**config.mk**
```make
export PLATFORM = sky130hd
export DESIGN_NAME = joypad_ctrl
export DESIGN_NICKNAME = d
export VERILOG_FILES = /design/src/rtl/joypad_pkg.sv /design/src/rtl/joypad_debounce.sv /design/src/rtl/joypad_ctrl.sv
export SDC_FILE = /design/constraint.sdc
export NUM_CORES = 1
export LEC_CHECK = 0
export CORE_MARGIN = 2
export CORE_UTILIZATION = 27
export DETAILED_ROUTE_END_ITERATION = 8
export SLEW_MARGIN = 40
export SYNTH_ARGS = -nofsm -noshare
export SYNTH_HDL_FRONTEND = slang
export SYNTH_HIERARCHICAL = 1
export SYNTH_SLANG_ARGS = --single-unit
export TNS_END_PERCENT = 50
```
**constraint.sdc**
```tcl
create_clock -name cpu_clk -period 2.5 [get_ports cpu_clk]
set_input_delay 0.25 -clock cpu_clk [delete_from_list [all_inputs] [get_ports cpu_clk]]
set_output_delay 0.25 -clock cpu_clk [all_outputs]
set_load 0.02 [all_outputs]
```
**src/rtl/joypad_pkg.sv**
```systemverilog
// Shared definitions for the joypad / P1 register block: bus address,
// interrupt bit position, button indices and the P1 nibble selection rule.
package joypad_pkg;

    localparam logic [15:0] P1_ADDR       = 16'hFF00;
    localparam int          IF_JOYPAD_BIT = 4;
    localparam int          NUM_BUTTONS   = 8;

    typedef enum logic [2:0] {
        BTN_RIGHT  = 3'd0,
        BTN_LEFT   = 3'd1,
        BTN_UP     = 3'd2,
        BTN_DOWN   = 3'd3,
        BTN_A      = 3'd4,
        BTN_B      = 3'd5,
        BTN_SELECT = 3'd6,
        BTN_START  = 3'd7
    } button_e;

    // A group is visible when its select line is low; both low ANDs the groups.
    function automatic logic [3:0] p1_nibble(input logic [1:0] sel, input logic [7:0] btn);
        logic [3:0] nib;
        nib = 4'hF;
        if (!sel[0]) nib = nib & {btn[BTN_DOWN], btn[BTN_UP], btn[BTN_LEFT], btn[BTN_RIGHT]};
        if (!sel[1]) nib = nib & {btn[BTN_START], btn[BTN_SELECT], btn[BTN_B], btn[BTN_A]};
        return nib;
    endfunction

endpackage

```
**src/rtl/joypad_debounce.sv**
```systemverilog
// Two-flop synchronizer followed by a counting debouncer for one joypad pin.
// The debounced level only follows the pin after DEBOUNCE_CYCLES stable samples.
module joypad_debounce #(
    parameter int unsigned DEBOUNCE_CYCLES = 4500
) (
    input  logic cpu_clk,
    input  logic rst,
    input  logic pin,
    output logic debounced
);

    localparam logic [15:0] LAST_COUNT = 16'(DEBOUNCE_CYCLES - 1);

    logic        sync_meta;
    logic        sync;
    logic [15:0] count;

    // Any agreement between sync and debounced restarts the stability count.
    always_ff @(posedge cpu_clk) begin
        if (!rst) begin
            sync_meta <= 1'b1;
            sync      <= 1'b1;
            debounced <= 1'b1;
            count     <= 16'd0;
        end else begin
            sync_meta <= pin;
            sync      <= sync_meta;
            if (sync == debounced) begin
                count <= 16'd0;
            end else if (count == LAST_COUNT) begin
                debounced <= sync;
                count     <= 16'd0;
            end else begin
                count <= count + 16'd1;
            end
        end
    end

endmodule

```
**src/rtl/joypad_ctrl.sv**
```systemverilog
// P1 joypad register: eight debounced button pins, CPU-selectable button
// group, bus read mux and a one-cycle interrupt on any visible press.
module joypad_ctrl
    import joypad_pkg::*;
#(
    parameter int unsigned DEBOUNCE_CYCLES = 4500
) (
    input  logic        cpu_clk,
    input  logic        rst,
    input  logic        joypad_up,
    input  logic        joypad_down,
    input  logic        joypad_left,
    input  logic        joypad_right,
    input  logic        joypad_a,
    input  logic        joypad_b,
    input  logic        joypad_select,
    input  logic        joypad_start,
    input  logic [15:0] addr,
    input  logic [7:0]  data_in,
    input  logic        we,
    input  logic        re,
    output logic [7:0]  data_out,
    output logic        p1_hit,
    output logic        joypad_irq
);

    logic [NUM_BUTTONS-1:0] raw_pins;
    logic [NUM_BUTTONS-1:0] btn_state;
    logic [1:0]             sel;
    logic [3:0]             nibble;
    logic [3:0]             prev_nibble;
    logic                   addr_match;
    logic                   unused_data_bits;

    always_comb begin
        raw_pins             = '1;
        raw_pins[BTN_RIGHT]  = joypad_right;
        raw_pins[BTN_LEFT]   = joypad_left;
        raw_pins[BTN_UP]     = joypad_up;
        raw_pins[BTN_DOWN]   = joypad_down;
        raw_pins[BTN_A]      = joypad_a;
        raw_pins[BTN_B]      = joypad_b;
        raw_pins[BTN_SELECT] = joypad_select;
        raw_pins[BTN_START]  = joypad_start;
    end

    for (genvar i = 0; i < NUM_BUTTONS; i++) begin : g_pin
        joypad_debounce #(
            .DEBOUNCE_CYCLES(DEBOUNCE_CYCLES)
        ) u_debounce (
            .cpu_clk  (cpu_clk),
            .rst      (rst),
            .pin      (raw_pins[i]),
            .debounced(btn_state[i])
        );
    end

    assign addr_match       = (addr == P1_ADDR);
    assign unused_data_bits = ^{data_in[7:6], data_in[3:0]};

    // The nibble comes from the registered sel, so a sel write shows up one
    // cycle later and the irq compare in the write cycle sees the old groups.
    always_comb begin
        nibble   = p1_nibble(sel, btn_state);
        p1_hit   = addr_match && (re || we);
        data_out = 8'hFF;
        if (re && addr_match) data_out = {2'b11, sel, nibble};
    end

    always_ff @(posedge cpu_clk) begin
        if (!rst) begin
            sel         <= 2'b11;
            prev_nibble <= 4'hF;
            joypad_irq  <= 1'b0;
        end else begin
            if (we && addr_match) sel <= data_in[5:4];
            prev_nibble <= nibble;
            joypad_irq  <= |(prev_nibble & ~nibble);
        end
    end

endmodule

```
==> summary.txt <==
Finish
  • Final cell count without fillers: 1161
  • Fillers: 2747
  • Ant diodes: 0
  • Most frequent cells in the layout: dfxtp_1 (159), nor2_1 (136), xnor2_1 (96)
  • Nets@finish: 857
  • Commonest non-fill, non-tap cell in the layout: dfxtp_1
  • Area growth from synthesis to layout: 18.0%
  • Layout cell share with drive strength beyond 1: 15.3%

Floorplan
  • Cell row count: 59
  • Initial core utilization: 27.5%
  • # IOs: 46
  • Die Span X: 167 um
  • Die Area: 28000 um2
  • Die Height: 167 um
  • CORE AREA: 26100 um2

CTS
  • # hold bufs at CTS: 0
  • CTS max path bufs: 2
  • Sink Count: 159
  • TritonCTS Buffers: 17
  • Root Buffer Master: clkbuf_16
  • CTS clk-pin slew, worst paths: 0.06 ns
  • Clk Latency, worst-skew pair: 0.42 ns
  • H-tree lvl count: 4
  • CTS tree: done

Timing
  • Slew HR: 62.7%
  • Ratio of final minimum period to clock period: 97.7%
  • Max Clk Rate: 0.410 GHz
  • Clock skew: 0.00675 ns
  • Tmin final: 2.44 ns
  • Hold Vio Cnt, Final: 0
  • Unrepaired setup endpoints after global routing: true
  • Final number of max-transition violations: 0
  • Final setup violation count: 0
  • Tightest Pin Transition: 0.560 ns

Routing
  • Routed via count: 5173
  • Post-detailed-routing wire length: 13400 um
  • Avg WL per Cell: 11.6 um
  • Iteration-0 DRC count of the detailed router: 194
  • Final routed DRC violation total: 2
  • Post-route ant nets: 0
  • First-pass DRT Iterations: 6
  • Vias/cell: 4.46

Setup path
  • Critical path class: in2out
  • Critical-path maximum fanout: 3
  • Crit start category: primary input
  • Worst EP arrival: 2.19 ns
  • Worst r2r dst: g_pin[7].u_debounce/count[6]
  • R2r setup slk: 0.86 ns
  • RR Startpoint: g_pin[7].u_debounce/count[0]
  • CP required: 2.25 ns
  • Critical Path End Type: primary output
  • R2R cell count: 5

Status
  • Status: complete, but fails checks
  • Failing checks: DRC

Power
  • Overall Power: 5.24 mW
  • VDD IR max: 467 uV
  • LEAKAGE: 2.53 nW
  • Pwr dens: 617 nW/um2

Logic synthesis
  • #FFs+latches synth: 159
  • Synthesized area: 7200 um2
  • Xor/xnor share of the synthesized area: 14.6%
  • Post-synth cell types: 32
  • EDFF count, synth: 0
  • Mux share of post-synthesis cell area: 1.11%
  • Simple-gate area share of the yosys netlist: 34.6%
  • Compound-Gate Fraction of Synth Area: 1.08%
  • Main combinational cell family by area after synthesis: simple AND/OR/NAND/NOR gates
  • FFs w/ async S/R, synth: 0%
  • Ys flop type: dfxtp_1
  • Adder-cell area share of the yosys netlist: 1.39%
  • Post-synthesis sequential area ratio: 44.2%
  • Ys Warns: 6
  • Cell count after synthesis: 761
  • Syn Area/Cell: 9.46 um2

Global routing
  • Number of global-route vias before repair: 4891
  • Total congestion overflow: 0
  • Largest net degree at the start of global routing: 25
  • Gr usage total: 9.98%
  • Initial antenna violation count: 0
  • First-pass GRT wire length: 23200 um

Min path
  • Hold Path Class: in2reg
  • Hold Path Origin: rst
  • Worst hold path cell count: 2
  • Hold Path End: g_pin[2].u_debounce/debounced

Placement
  • Dpl hpwl: 9320 um
  • Post-Place Cells: 1129
  • Placer congestion estimate: 0.757
  • IO Port Bufs: 37

Flow run
  • Maxcap violations: 0
## cell families after synthesis
kind of cell,after synthesis
simple gates,418
flops,159
xor+xnor,120
compound gates,11
fa+ha+maj,8
other cells,1
mux,8
buf+inv,36
## layer usage
metal / vias to the layer above / wire [um] / global-route usage [%]
met5: - / 0 / 0
met4: 0 / 129 / 2.91
met3: 13 / 685 / 2.81
met2: 76 / 5900 / 15.3
met1: 2388 / 6740 / 13.7
li1: 2696 / - / -
## where the power goes
part	leakage, nW	switching [mW]	internal, mW
registers	1.29	0.00974	2.55
logic	0.957	0.0476	0.0568
clock network	0.285	0.990	1.58
## area by class of cell
class / instances / area [um2] / area share (%)
Clock buffer: 20 / 447 / 5.26
Tap cell: 335 / 419 / 4.94
Clock inverter: 12 / 143 / 1.68
Inverter: 25 / 93.8 / 1.11
Sequential cell: 159 / 3180 / 37.5
Timing Repair Buffer: 43 / 394 / 4.64
Multi-Input combinational cell: 567 / 3810 / 44.9
## through the flow
stage	cell area [um2]	hold slack, ns	utilization, %	setup slack [ns]	setup TNS (ns)
after floorplan	7200	0.312	-	0.658	0
after global placement	7920	0.391	30.3	-0.230	-1.47
after detailed placement	7920	0.392	30.3	-0.260	-1.68
after CTS	8500	0.240	32.5	0.00893	0
after global routing	8490	0.268	32.5	-0.00982	-0.00982
final	8490	0.244	32.5	0.0585	0
## worst max-delay path by stage
stage               startpoint     endpoint  slack, ns
global route           addr[1]  data_out[2]      -0.01
floorplan              addr[1]       p1_hit       0.66
CTS                    addr[1]  data_out[5]      0.009
detailed placement     addr[1]  data_out[5]      -0.26
finish                 addr[1]  data_out[2]       0.06
global placement       addr[1]  data_out[5]      -0.23
## sequential cells by signal, indices dropped and copies added (netlist names)
| name | cells |
|---|---|
| prev_nibble | 4 |
| g_pin.u_debounce/sync | 8 |
| g_pin.u_debounce/count | 128 |
| sel | 2 |
| g_pin.u_debounce/debounced | 8 |
| g_pin.u_debounce/sync_meta | 8 |
| joypad_irq | 1 |
## worst max-delay path, stage by stage
cell and delay (ns):
clkdlybuf4s50_1 0.39, or4_4 0.55, nor4_4 0.29, and2_4 0.20
buf_4 0.15, nand2_1 0.06, clkdlybuf4s15_1 0.30
## cells in the mapped netlist, drive strengths merged, types with 2 or more instances
library cell  instances  area share (%)
and4b                 8             1.1
a22oi                 2            0.21
nand4                41             5.0
nand3                48             4.4
nand2                57             3.0
nand2b               19             1.7
xnor2                96              12
dfxtp               159              44
a21bo                 2            0.28
mux2i                 8             1.1
xor2                 24             2.9
buf                  11             1.6
o22ai                 4            0.35
ha                    8             1.4
nor3                 48             3.3
nor4b                16             2.6
nor2                152             8.5
inv                  25             1.3
nor4                 25             4.5
a31oi                 2            0.17
## what timing repair did
action | CTS | global route
hold endpoints to repair | 0 | 0
gates resized for setup | 8 | 9
setup buffers | 0 | 0
setup endpoints to repair | 7 | 6
(Power assumes the default switching activity.)
